File: src/rtl/vga_console_pkg.sv
// Shared definitions for the text-console write controller: control codes and FSM states.
package vga_console_pkg;

  localparam logic [7:0] CH_BS  = 8'h08;
  localparam logic [7:0] CH_TAB = 8'h09;
  localparam logic [7:0] CH_LF  = 8'h0A;
  localparam logic [7:0] CH_FF  = 8'h0C;
  localparam logic [7:0] CH_CR  = 8'h0D;

  typedef enum logic [1:0] {
    INIT_CLEAR,
    IDLE,
    CLEAR_LINE,
    CLEAR_ALL
  } state_t;

endpackage

File: src/rtl/vga_console_if.sv
// Character stream in, character-RAM write port out; master is the console controller side.
interface vga_console_if #(
  parameter int unsigned DATA_W = 8,
  parameter int unsigned ROW_W  = 6,
  parameter int unsigned COL_W  = 6
);

  logic [DATA_W-1:0]      char_i;
  logic                   char_valid_i;
  logic                   char_ready_o;
  logic                   ram_we_o;
  logic [ROW_W+COL_W-1:0] ram_waddr_o;
  logic [DATA_W-1:0]      ram_wdata_o;

  modport master (
    input  char_i, char_valid_i,
    output char_ready_o, ram_we_o, ram_waddr_o, ram_wdata_o
  );

  modport slave (
    output char_i, char_valid_i,
    input  char_ready_o, ram_we_o, ram_waddr_o, ram_wdata_o
  );

endinterface

File: src/rtl/vga_clear_sweep.sv
// Loadable address sweep: steps from start through len consecutive addresses, done pulses after the last.
module vga_clear_sweep #(
  parameter int unsigned ADDR_W = 12,
  parameter logic [ADDR_W:0] RESET_LEN = '0
) (
  input  logic              clk,
  input  logic              rst,
  input  logic              load,
  input  logic              step,
  input  logic [ADDR_W-1:0] start,
  input  logic [ADDR_W:0]   len,
  output logic              busy,
  output logic              done,
  output logic [ADDR_W-1:0] addr
);

  localparam int unsigned LEN_W = ADDR_W + 1;

  logic [ADDR_W-1:0] addr_q;
  logic [LEN_W-1:0]  remain_q;
  logic              done_q;

  always_ff @(posedge clk or posedge rst) begin
    if (rst) begin
      addr_q   <= '0;
      remain_q <= RESET_LEN;
      done_q   <= 1'b0;
    end else begin
      done_q <= 1'b0;
      if (load) begin
        addr_q   <= start;
        remain_q <= len;
      end else if (step && busy) begin
        addr_q   <= addr_q + ADDR_W'(1);
        remain_q <= remain_q - LEN_W'(1);
        done_q   <= (remain_q == LEN_W'(1));
      end
    end
  end

  assign busy = (remain_q != '0);
  assign done = done_q;
  assign addr = addr_q;

endmodule

File: src/rtl/vga_console.sv
// Text-console write controller: cursor, control codes, ring-buffer scrolling and RAM clears.
module vga_console
  import vga_console_pkg::*;
#(
  parameter int unsigned COLS      = 59,
  parameter int unsigned ROWS      = 29,
  parameter int unsigned COL_W     = 6,
  parameter int unsigned ROW_W     = 6,
  parameter int unsigned DATA_W    = 8,
  parameter int unsigned TAB_W     = 4,
  parameter bit          SCROLL_EN = 1'b1
) (
  input  logic                   clk,
  input  logic                   rst,
  vga_console_if.master          bus,
  input  logic [ROW_W-1:0]       rd_row_i,
  input  logic [COL_W-1:0]       rd_col_i,
  output logic [ROW_W+COL_W-1:0] rd_addr_o,
  output logic [ROW_W-1:0]       cursor_row_o,
  output logic [COL_W-1:0]       cursor_col_o,
  output logic [ROW_W-1:0]       base_o
);

  localparam int unsigned ADDR_W = ROW_W + COL_W;
  localparam int unsigned LEN_W  = ADDR_W + 1;
  localparam logic [LEN_W-1:0] FULL_LEN = LEN_W'(1) << ADDR_W;
  localparam logic [LEN_W-1:0] LINE_LEN = LEN_W'(1) << COL_W;

  state_t state_q, state_d;

  logic [ROW_W-1:0]  row_q, row_d, base_q, base_d;
  logic [COL_W-1:0]  col_q, col_d;
  logic              we_q, we_d;
  logic [ADDR_W-1:0] waddr_q, waddr_d;
  logic [DATA_W-1:0] wdata_q, wdata_d;

  logic              sw_load, sw_step, sw_busy, sw_done;
  logic [ADDR_W-1:0] sw_start, sw_addr;
  logic [LEN_W-1:0]  sw_len;

  logic [ROW_W-1:0]  cur_phys, nl_row, nl_base, nl_phys, rd_phys;
  logic [COL_W:0]    tab_col;
  logic              do_nl, clr_head, char_ready;

  vga_clear_sweep #(
    .ADDR_W    (ADDR_W),
    .RESET_LEN (FULL_LEN)
  ) u_sweep (
    .clk   (clk),
    .rst   (rst),
    .load  (sw_load),
    .step  (sw_step),
    .start (sw_start),
    .len   (sw_len),
    .busy  (sw_busy),
    .done  (sw_done),
    .addr  (sw_addr)
  );

  always_ff @(posedge clk or posedge rst) begin
    if (rst) state_q <= INIT_CLEAR;
    else     state_q <= state_d;
  end

  always_ff @(posedge clk or posedge rst) begin
    if (rst) begin
      row_q   <= '0;
      col_q   <= '0;
      base_q  <= '0;
      we_q    <= 1'b0;
      waddr_q <= '0;
      wdata_q <= '0;
    end else begin
      row_q   <= row_d;
      col_q   <= col_d;
      base_q  <= base_d;
      we_q    <= we_d;
      waddr_q <= waddr_d;
      wdata_q <= wdata_d;
    end
  end

  always_comb begin
    state_d  = state_q;
    row_d    = row_q;
    col_d    = col_q;
    base_d   = base_q;
    we_d     = 1'b0;
    waddr_d  = '0;
    wdata_d  = '0;
    sw_load  = 1'b0;
    sw_step  = 1'b0;
    sw_start = '0;
    sw_len   = '0;
    do_nl    = 1'b0;
    clr_head = 1'b0;

    cur_phys = base_q + row_q;
    nl_row   = row_q;
    nl_base  = base_q;
    if (row_q < ROW_W'(ROWS - 1)) nl_row  = row_q + ROW_W'(1);
    else if (SCROLL_EN)           nl_base = base_q + ROW_W'(1);
    else                          nl_row  = '0;
    nl_phys = nl_base + nl_row;
    tab_col = ({1'b0, col_q} | (COL_W + 1)'(TAB_W - 1)) + (COL_W + 1)'(1);

    case (state_q)
      IDLE: begin
        if (bus.char_valid_i) begin
          if (bus.char_i == DATA_W'(CH_LF)) begin
            do_nl    = 1'b1;
            clr_head = 1'b1;
          end else if (bus.char_i == DATA_W'(CH_CR)) begin
            col_d = '0;
          end else if (bus.char_i == DATA_W'(CH_BS)) begin
            if (col_q != '0) begin
              col_d   = col_q - COL_W'(1);
              we_d    = 1'b1;
              waddr_d = {cur_phys, col_q - COL_W'(1)};
            end
          end else if (bus.char_i == DATA_W'(CH_TAB)) begin
            if (tab_col >= (COL_W + 1)'(COLS)) begin
              do_nl    = 1'b1;
              clr_head = 1'b1;
            end else begin
              col_d = tab_col[COL_W-1:0];
            end
          end else if (bus.char_i == DATA_W'(CH_FF)) begin
            base_d   = '0;
            row_d    = '0;
            col_d    = '0;
            state_d  = CLEAR_ALL;
            sw_load  = 1'b1;
            sw_len   = FULL_LEN;
          end else begin
            we_d    = 1'b1;
            waddr_d = {cur_phys, col_q};
            wdata_d = bus.char_i;
            if (col_q < COL_W'(COLS - 1)) col_d = col_q + COL_W'(1);
            else                          do_nl = 1'b1;
          end

          // Without a char write the write port is free, so column 0 of the
          // new line is cleared straight away and the sweep covers the rest.
          if (do_nl) begin
            row_d   = nl_row;
            base_d  = nl_base;
            col_d   = '0;
            state_d = CLEAR_LINE;
            sw_load = 1'b1;
            if (clr_head) begin
              we_d     = 1'b1;
              waddr_d  = {nl_phys, {COL_W{1'b0}}};
              wdata_d  = '0;
              sw_start = {nl_phys, COL_W'(1)};
              sw_len   = LINE_LEN - LEN_W'(1);
            end else begin
              sw_start = {nl_phys, {COL_W{1'b0}}};
              sw_len   = LINE_LEN;
            end
          end
        end
      end
      default: begin
        if (sw_done) begin
          state_d = IDLE;
        end else if (sw_busy) begin
          we_d    = 1'b1;
          waddr_d = sw_addr;
          sw_step = 1'b1;
        end
      end
    endcase
  end

  always_comb begin
    char_ready = (state_q == IDLE);
    rd_phys    = base_q + rd_row_i;
  end

  assign bus.char_ready_o = char_ready;
  assign bus.ram_we_o     = we_q;
  assign bus.ram_waddr_o  = waddr_q;
  assign bus.ram_wdata_o  = wdata_q;
  assign rd_addr_o        = {rd_phys, rd_col_i};
  assign cursor_row_o     = row_q;
  assign cursor_col_o     = col_q;
  assign base_o           = base_q;

endmodule

File: src/flat_wrapper.sv
// flat-port wrapper written by rule: the top's interface ports become plain ports
module vga_console_flat import vga_console_pkg::*;
#(
  parameter int unsigned COLS      = 59,
  parameter int unsigned ROWS      = 29,
  parameter int unsigned COL_W     = 6,
  parameter int unsigned ROW_W     = 6,
  parameter int unsigned DATA_W    = 8,
  parameter int unsigned TAB_W     = 4,
  parameter bit          SCROLL_EN = 1'b1
)
  (clk, rst, rd_row_i, rd_col_i, rd_addr_o, cursor_row_o, cursor_col_o, base_o, bus_char_i, bus_char_valid_i, bus_char_ready_o, bus_ram_we_o, bus_ram_waddr_o, bus_ram_wdata_o);
  vga_console_if #(.DATA_W(DATA_W), .ROW_W(ROW_W), .COL_W(COL_W)) bus_i ();
  input  logic clk;
  input  logic rst;
  input  logic [ROW_W-1:0] rd_row_i;
  input  logic [COL_W-1:0] rd_col_i;
  output logic [ROW_W+COL_W-1:0] rd_addr_o;
  output logic [ROW_W-1:0] cursor_row_o;
  output logic [COL_W-1:0] cursor_col_o;
  output logic [ROW_W-1:0] base_o;
  input wire logic [$bits(bus_i.char_i)-1:0] bus_char_i;
  input wire logic [$bits(bus_i.char_valid_i)-1:0] bus_char_valid_i;
  output wire logic [$bits(bus_i.char_ready_o)-1:0] bus_char_ready_o;
  output wire logic [$bits(bus_i.ram_we_o)-1:0] bus_ram_we_o;
  output wire logic [$bits(bus_i.ram_waddr_o)-1:0] bus_ram_waddr_o;
  output wire logic [$bits(bus_i.ram_wdata_o)-1:0] bus_ram_wdata_o;
  assign bus_i.char_i = bus_char_i;
  assign bus_i.char_valid_i = bus_char_valid_i;
  assign bus_char_ready_o = bus_i.char_ready_o;
  assign bus_ram_we_o = bus_i.ram_we_o;
  assign bus_ram_waddr_o = bus_i.ram_waddr_o;
  assign bus_ram_wdata_o = bus_i.ram_wdata_o;
  vga_console #(.COLS(COLS), .ROWS(ROWS), .COL_W(COL_W), .ROW_W(ROW_W), .DATA_W(DATA_W), .TAB_W(TAB_W), .SCROLL_EN(SCROLL_EN)) u_core (.clk(clk), .rst(rst), .bus(bus_i), .rd_row_i(rd_row_i), .rd_col_i(rd_col_i), .rd_addr_o(rd_addr_o), .cursor_row_o(cursor_row_o), .cursor_col_o(cursor_col_o), .base_o(base_o));
endmodule
File: config.mk
export PLATFORM = sky130hd
export DESIGN_NAME = vga_console_flat
export DESIGN_NICKNAME = d
export VERILOG_FILES = /design/src/rtl/vga_console_pkg.sv /design/src/rtl/vga_console_if.sv /design/src/rtl/vga_clear_sweep.sv /design/src/rtl/vga_console.sv /design/src/flat_wrapper.sv
export SDC_FILE = /design/constraint.sdc
export NUM_CORES = 1
export LEC_CHECK = 0
export ABC_AREA = 1
export CAP_MARGIN = 15
export CORE_MARGIN = 2
export CORE_UTILIZATION = 45
export CTS_BUF_LIST = sky130_fd_sc_hd__clkbuf_8
export CTS_CLUSTER_SIZE = 25
export DETAILED_ROUTE_END_ITERATION = 7
export DONT_BUFFER_PORTS = 1
export GPL_TIMING_DRIVEN = 0
export PLACE_DENSITY_LB_ADDON = 0.05
export SYNTH_ARGS = -nofsm -noshare
export SYNTH_HDL_FRONTEND = slang
export SYNTH_HIERARCHICAL = 1
export SYNTH_SLANG_ARGS = --single-unit
File: constraint.sdc
create_clock -name clk -period 3.8 [get_ports clk]
set_clock_uncertainty 0.1 [all_clocks]
set_input_delay 0.57 -clock clk [delete_from_list [all_inputs] [get_ports clk]]
set_output_delay 0.57 -clock clk [all_outputs]
set_load 0.02 [all_outputs]
Word-level counts from Yosys, hierarchy flattened
Index checks and enable logic that the tools add are counted.

Register bits: 67. Input port bits: 23. Output and inout port bits: 52. Logic and storage cells: 155.

Add/sub/neg operators: 10. Order comparisons: 3. Equality and inequality tests: 19. Muxes and demuxes: 103. Reductions and logical operators: 10.

Operator list (number): $mux W12 (17); $mux W13 (10); $mux W6 (18); $mux W8 (9); $eq A8 B4 Y1 const B (5); $mux W1 (39); $add A6 B1 Y6 const B (3); $add A6 B6 Y6 (3); $mux W2 (9); $reduce_and A7 Y1 (2); $eq A13 B1 Y1 const B (1); $reduce_bool A13 Y1 (1); $sub A13 B1 Y13 const B (1); $add A12 B1 Y12 const B (1); $ne A3 B3 Y1 const B (4); $reduce_bool A6 Y1 (2); $ne A2 B2 Y1 const B (5); $add A6 B1 Y7 const B (1); $ge A7 B6 Y1 const B (1); $mux W7 (1); $lt A6 B5 Y1 const B (1); $lt A6 B6 Y1 const B (1); $reduce_and A6 Y1 (1); $reduce_bool A2 Y1 (3); 6 further kinds (6).

Longest topological paths before layout
Word-level depth: 14. Mapped depth: 18. Gate-level depth less buffers: 17.

Cells and area by module
The synthesis kept the hierarchy.

Modules (own cells, without submodules): vga_console (instances 1, cells each 466, area each 3345.7 um2, sequential area each 1026.0 um2); vga_clear_sweep (instances 1, cells each 263, area each 1853.0 um2, sequential area each 651.9 um2).

Worst setup path after synthesis
Ideal clock, no wire load.

Path type: reg-to-reg. Start: register u_core.col_q[3], in the netlist u_core/cursor_col_o[3]. End: register u_core.u_sweep.addr_q[7], in the netlist u_core/u_sweep/addr[7]. Setup time: 69 ps. Data arrival time: 2652 ps. Data required time: 3631 ps. Setup slack: 979 ps. Cell stages (with the launch flop): 18. Buffers on the path: 4. Period minus slack after synthesis: 2821 ps. Path through: dfrtp_1 -> clkbuf_1 -> inv_1 -> ha_1 -> nand2_1 -> nand2_1 -> nand2_2 -> nor2_4 -> nor2_4 -> nand3_2 -> nand2_2 -> buf_6 -> inv_1 -> inv_1 -> buf_2 -> buf_1 -> nand3_1 -> nand3_1.

Cells in the longest elaborated chain, start to end: 13. Elaborated cells on any way between the ends: 20. Classes of those cells: add/sub: 1; order compare: 2; mux: 16; reduce/logical: 1.

Ends and longest elaborated chain: start: declaration (RTL line vga_console.sv:32) `logic [COL_W-1:0] col_q, col_d;`; start signal: assignment (RTL line vga_console.sv:75) `col_q <= col_d;`; $add A6 B1 Y7 or $lt A6 B6 Y1 (tied branches) (RTL line vga_console.sv:105, vga_console.sv:139); $ge A7 B6 Y1 or $mux W1 (tied branches) (RTL line vga_console.sv:122, vga_console.sv:139); $mux W1 (on tied branches) (RTL line vga_console.sv:122, vga_console.sv:128); $mux W1 (*) (RTL line vga_console.sv:121) `end else if (bus.char_i == DATA_W'(CH_TAB)) begin`; $mux W1 (*) (RTL line vga_console.sv:115) `end else if (bus.char_i == DATA_W'(CH_BS)) begin`; $mux W1 (*) (RTL line vga_console.sv:113) `end else if (bus.char_i == DATA_W'(CH_CR)) begin`; $mux W1 (*) (RTL line vga_console.sv:110) `if (bus.char_i == DATA_W'(CH_LF)) begin`; $mux W1 (*) (RTL line vga_console.sv:109) `if (bus.char_valid_i) begin`; $mux W1 (*) (RTL line vga_console.sv:107) `case (state_q)`; $mux W1 (*) (RTL line vga_console.sv:145) `if (do_nl) begin`; $mux W1 (*) (RTL line vga_console.sv:109); $mux W1 (*) (RTL line vga_console.sv:107); named net u_core.sw_load (RTL line vga_console.sv:37) `logic sw_load, sw_step, sw_busy, sw_done;`; $mux W12 or $reduce_bool A2 Y1 (tied branches); end signal: assignment (RTL line vga_clear_sweep.sv:31) `addr_q <= start;`; end signal: assignment (RTL line vga_clear_sweep.sv:34) `addr_q <= addr_q + ADDR_W'(1);`; end: declaration (RTL line vga_clear_sweep.sv:19) `logic [ADDR_W-1:0] addr_q;`.

Mark *: on every way through the listed nets, which the timed path passes. The rest lies on a longest branch. The select of a mux whose other input is x is not followed. A chain may end at the register's enable or synchronous reset.

Worst setup path in the final report
Start: register u_core.col_q[3], in the netlist u_core/cursor_col_o[3]. End: register u_core.u_sweep.remain_q[8].

Cells in the longest elaborated chain, start to end: 13. Elaborated cells on any way between the ends: 20. Classes of those cells: add/sub: 1; order compare: 2; mux: 16; reduce/logical: 1.

Ends and longest elaborated chain: $add A6 B1 Y7 or $lt A6 B6 Y1 (tied branches) (RTL line vga_console.sv:105, vga_console.sv:139); $ge A7 B6 Y1 or $mux W1 (tied branches) (RTL line vga_console.sv:122, vga_console.sv:139); $mux W1 (on tied branches) (RTL line vga_console.sv:122, vga_console.sv:128); $mux W1 (*) (RTL line vga_console.sv:121); $mux W1 (*) (RTL line vga_console.sv:115); $mux W1 (*) (RTL line vga_console.sv:113); $mux W1 (*) (RTL line vga_console.sv:110); $mux W1 (*) (RTL line vga_console.sv:109); $mux W1 (*) (RTL line vga_console.sv:107); $mux W1 (*) (RTL line vga_console.sv:145); $mux W1 (*) (RTL line vga_console.sv:109); $mux W1 (*) (RTL line vga_console.sv:107); named net u_core.sw_load (RTL line vga_console.sv:37); $mux W13 or $reduce_bool A2 Y1 (tied branches); end signal: assignment (RTL line vga_clear_sweep.sv:32) `remain_q <= len;`; end signal: assignment (RTL line vga_clear_sweep.sv:35) `remain_q <= remain_q - LEN_W'(1);`; end: declaration (RTL line vga_clear_sweep.sv:20) `logic [LEN_W-1:0] remain_q;`.

Marks and branches as above.

==> run summary <==
The family of cells with the greatest summed delay on the critical path was buffers and inverters. The worst hold slack was -0.03602 ns. During synthesis, Yosys emitted a total of 6 warnings. The run gives 7 as the first-pass detailed-route iteration total. After floorplanning, the core was sized to cover 0.01137 mm². The tools report the root buffer cell as sky130_fd_sc_hd__clkbuf_8. The internal power contribution was 1644 µW; the post-layout minimum cycle time was 3.489 ns.

From bottom edge to top edge, the die measures 111.5 µm. The die covers 0.01243 mm². The horizontal extent of the die was 111.5 µm; the net switching power of the design was 1410 µW.

The number of antenna violations at the first check in global routing is 0, and the pin slew with the least headroom to its limit is 0.8812 ns. The number of clock buffers added by TritonCTS is 9. Data on the critical path arrives at its endpoint at 3.70 ns. The tools report the critical path launch point type as a register. The summed negative setup slack over all endpoints came out at 0 ns.

For this run, the leading register cell type out of synthesis is sky130_fd_sc_hd__dfrtp_1. The final-stage net count was 802. The biggest area contributor in the post-synthesis netlist is sky130_fd_sc_hd__dfrtp_1. The flow ran to the end, but the final reports show violations. The maximum vdd drop is 301.9 µV, and the biggest fanout along the worst timing path is 10. At the placement stage, the worst setup path has a slack of 0.3052 ns. The tools report the launching element of the worst setup path as u_core/cursor_col_o[3]. The count of hold buffers inserted by post-cts repair is 0, and the largest net degree at the start of global routing is 42. Yosys mapped a number of flops with a built-in enable equal to 0.

The number of endpoints failing setup at the final stage came out at 0. After layout, the worst path uses 91.82% of the clock period. In the synthesized netlist the async set-or-reset flop fraction comes to 100.0%.

The detailed-route via count is 4681, and the later-pin clock latency in the skew report is 0.38 ns. The area fraction of the dominant cell type after synthesis was 31.77%. The run gives 0 as the number of max-slew violations in the final report.

The most numerous cell type found on the critical path is sky130_fd_sc_hd__inv_1. Number of antenna repair diodes: 0. The first routing iteration left 268 violations. The run gives 0.005199 mm² as the post-synthesis instance area.

The sequential cells in the finished layout cover a total of 0.001678 mm². Each instance of the synthesized netlist takes up on average 7.131 µm². In this run the core area contains 39 standard-cell rows. The number of DRC violations after detailed routing is 0. For this design, the sink count on the clock tree is 67. The run gives 23320 µm as the first-pass GRT wire length. For this design the static power due to leakage is 0.002972 µW.

The combinational fraction of design power was 42.0%. By area the synthesized netlist is led by sky130_fd_sc_hd__dfrtp_1 (32%), sky130_fd_sc_hd__nand2_1 (17%), sky130_fd_sc_hd__nand3_1 (8.0%), sky130_fd_sc_hd__ha_1 (6.3%), sky130_fd_sc_hd__nor2_1 (4.5%). Counting along the longest clock path gives a buffer depth of 2.

For this run, the register share of the synthesized area comes to 32.27%. The clock network is responsible for 20.8% of the overall power. The critical path's slowest cell was sky130_fd_sc_hd__dfrtp_1.

For the via count of the first global-routing pass, the log shows 4644. The routed design has 13560 µm of wire. Power spread over the standard cell area amounts to 541.6 mW/mm². The start-to-end type of the worst setup path is reg2reg. The area of the multi-input gates was 0.003103 mm²; the stage delay of the slowest cell on the critical path was 0.51 ns. The filler cells instantiated in the layout total 1156. The routability congestion estimate is 0.9275. The class of the most critical hold timing path was in2async.

The critical register-to-register path startpoint was u_core/cursor_col_o[3]. In this run the count of I/O pins placed on the die edge is 75. Worst setup slack for register-to-register paths: 0.31 ns. Cells fill 49.60% of the core in the end. The logs give 0 for the total grt overflow and 23.30% for the total global-route track usage. The fraction of power spent switching nets works out to 46.17%.

Effective utilization at floorplan: 45.72%. The share of total power dissipated in sequential elements is 37.2%. In the final layout, the share of cells above drive strength 1 is 11.13%. Setup repair after global routing left no endpoint under its margin. Synthesis instantiated 42 different standard cells from the library. The relative slew slack is 41.25%.

TritonCTS built the clock tree. The checks that failed: hold timing. The number of buffers and inverters on the critical path came out at 7. The number of register bits inferred by synthesis was 67.

The run gives 729 as the number of instances in the synthesized netlist. CTS built an H-tree with a depth of 3. Per-cell via count in the routed design: 5.213.

Across the run, the number of max-cap violations was 0. Worst setup slack after layout: 0.3108 ns. Traced cell by cell, the critical path runs through clkbuf_1 -> inv_1 -> ha_1 -> nand2_1 -> nand2_1 -> nand2_2 -> nor2_4 -> nor2_4 -> nand3_2 -> nand2_2 -> buf_6 -> inv_1 -> inv_1 -> buf_2 -> buf_1 -> nand3_1 -> nand3_1.

The data required time of the critical path is 4.01 ns, and the highest clock rate is 286.6 MHz. Port buffering added 0 buffers. Clock-pin slew was measured on the worst setup and hold paths at 0.08 ns. The final routed wire length divided by cell count was 15.10 µm; the total count of hold-check failures in the final report was 7. The detailed placer's ending HPWL came out at 10290 µm. The tools report the remaining antenna violation count after routing as 0.

STA classifies the critical path endpoint as a register. From synthesis to final layout, the design area changed by 8.472%.
## worst register-to-register path: cells and delay by family, from the launching register on
kind,cells,cell delay (ns)
buf+inv,7,1.47
simple gates,9,1.04
flops,1,0.51
fa+ha+maj,1,0.30
## cell families after synthesis
kind of cell / after synthesis / synth area share (%)
mux: 1 / 0.1925
fa+ha+maj: 29 / 7.413
flops: 67 / 32.27
buf+inv: 97 / 8.688
simple gates: 450 / 39.98
other cells: 1 / 0.07213
xor+xnor: 32 / 5.391
compound gates: 52 / 5.992
## synthesized netlist by cell type, types with 7 or more instances
cell and instances:
sky130_fd_sc_hd__a21oi_1 11, sky130_fd_sc_hd__buf_4 10, sky130_fd_sc_hd__dfrtp_1 66, sky130_fd_sc_hd__ha_1 26, sky130_fd_sc_hd__inv_1 62, sky130_fd_sc_hd__nand2_1 236
sky130_fd_sc_hd__nand3_1 83, sky130_fd_sc_hd__nand3b_1 7, sky130_fd_sc_hd__nand4_1 21, sky130_fd_sc_hd__nor2_1 63, sky130_fd_sc_hd__nor2_2 7, sky130_fd_sc_hd__nor2_4 7
sky130_fd_sc_hd__o21ai_0 19, sky130_fd_sc_hd__xor2_1 27
## stage by stage
stage	hold slack, ns	instances	instance area (µm²)	total power (µW)
4_1_cts	0.1820	897	5610	3069
6_report	-0.03602	898	5639	3054
3_3_place_gp	0.3591	881	5411	2408
2_1_floorplan	0.3377	738	5233	2117
3_5_place_dp	0.3663	881	5411	2422
5_1_grt	0.007262	898	5639	3312
## power groups by stage
| stage | Clock (µW) | Combinational, µW | Sequential [µW] |
|---|---|---|---|
| finish | 635 | 1280 | 1140 |
| global route | 682 | 1460 | 1170 |
| CTS | 649 | 1280 | 1140 |
| detailed placement | 0 | 1270 | 1150 |
| global placement | 0 | 1260 | 1150 |
| floorplan | 0 | 1020 | 1100 |
## worst paths after layout
kind                                              end  cells after the start
min                        u_core/u_sweep/remain_q[0]                      1
max in group asynchronous      u_core/cursor_col_o[0]                      1
min in group clk            u_core/bus.ram_wdata_o[2]                      2
max                        u_core/u_sweep/remain_q[8]                     17
max reg2reg                u_core/u_sweep/remain_q[8]                     17
min reg2reg                         u_core/state_q[1]                      1
## repair_timing
action                                  CTS  global route
buffers inserted                          0             0
endpoints found under the setup margin    0             6
resized for setup                         0             1
## layout make-up
type	count	share of cell area, %
inverters	69	4.593
clock buffers	9	2.197
repair buffers	1	0.4881
well taps	143	3.173
multi-input cells	574	55.03
plain buffers	28	3.439
flip-flops and latches	67	29.75
clock inverters	7	1.331
## state kept, by name (all words and copies together), names as in the netlist
signal / count
u_core/base_o: 6
u_core/bus.ram_waddr_o: 12
u_core/bus.ram_wdata_o: 8
u_core/bus.ram_we_o: 1
u_core/cursor_col_o: 6
u_core/cursor_row_o: 6
u_core/state_q: 2
u_core/u_sweep/addr: 12
u_core/u_sweep/done: 1
u_core/u_sweep/remain_q: 13
## placed cells by master, fill, tap and decap left out, types with 2 or more instances in the layout
cell type                    Yosys  layout
sky130_fd_sc_hd__inv_1          62      61
sky130_fd_sc_hd__o211ai_1        6       6
sky130_fd_sc_hd__clkbuf_1        6       6
sky130_fd_sc_hd__dfrtp_1        66      66
sky130_fd_sc_hd__a21o_1          2       2
sky130_fd_sc_hd__o21ai_0        19      19
sky130_fd_sc_hd__or2_2           2       2
sky130_fd_sc_hd__xor2_1         27      27
sky130_fd_sc_hd__xnor2_1         5       5
sky130_fd_sc_hd__o21ai_2         4       4
sky130_fd_sc_hd__nand2_2         6       6
sky130_fd_sc_hd__nand3_1        83      83
sky130_fd_sc_hd__nor2_2          7       7
sky130_fd_sc_hd__clkbuf_8        0       9
sky130_fd_sc_hd__nand4_1        21      21
sky130_fd_sc_hd__buf_6           6       6
sky130_fd_sc_hd__buf_4          10      10
sky130_fd_sc_hd__clkinvlp_4      0       3
sky130_fd_sc_hd__nor2_1         63      63
sky130_fd_sc_hd__nand3_2         2       2
sky130_fd_sc_hd__nand2_4         5       5
sky130_fd_sc_hd__o21bai_1        3       3
sky130_fd_sc_hd__conb_1          1      10
sky130_fd_sc_hd__buf_2           4       4
sky130_fd_sc_hd__inv_6           0       2
sky130_fd_sc_hd__nor2_4          7       7
sky130_fd_sc_hd__nand3b_1        7       7
sky130_fd_sc_hd__a21oi_1        11      11
sky130_fd_sc_hd__o21a_1          2       2
sky130_fd_sc_hd__o21ai_1         3       3
sky130_fd_sc_hd__ha_1           26      26
sky130_fd_sc_hd__fa_1            3       3
sky130_fd_sc_hd__nand2_1       236     236
sky130_fd_sc_hd__nor3_2          2       2
sky130_fd_sc_hd__inv_2           6       7
sky130_fd_sc_hd__nor3_1          6       6
## routing by layer
layer	track usage (%)	up-vias	share of wire, %
li1	-	2372	-
met1	32.06	2155	48
met2	36.26	132	44
met3	4.464	22	5.6
met4	9.547	0	2.4
met5	0	-	0
No activity file was read; power rests on OpenSTA's default activity.
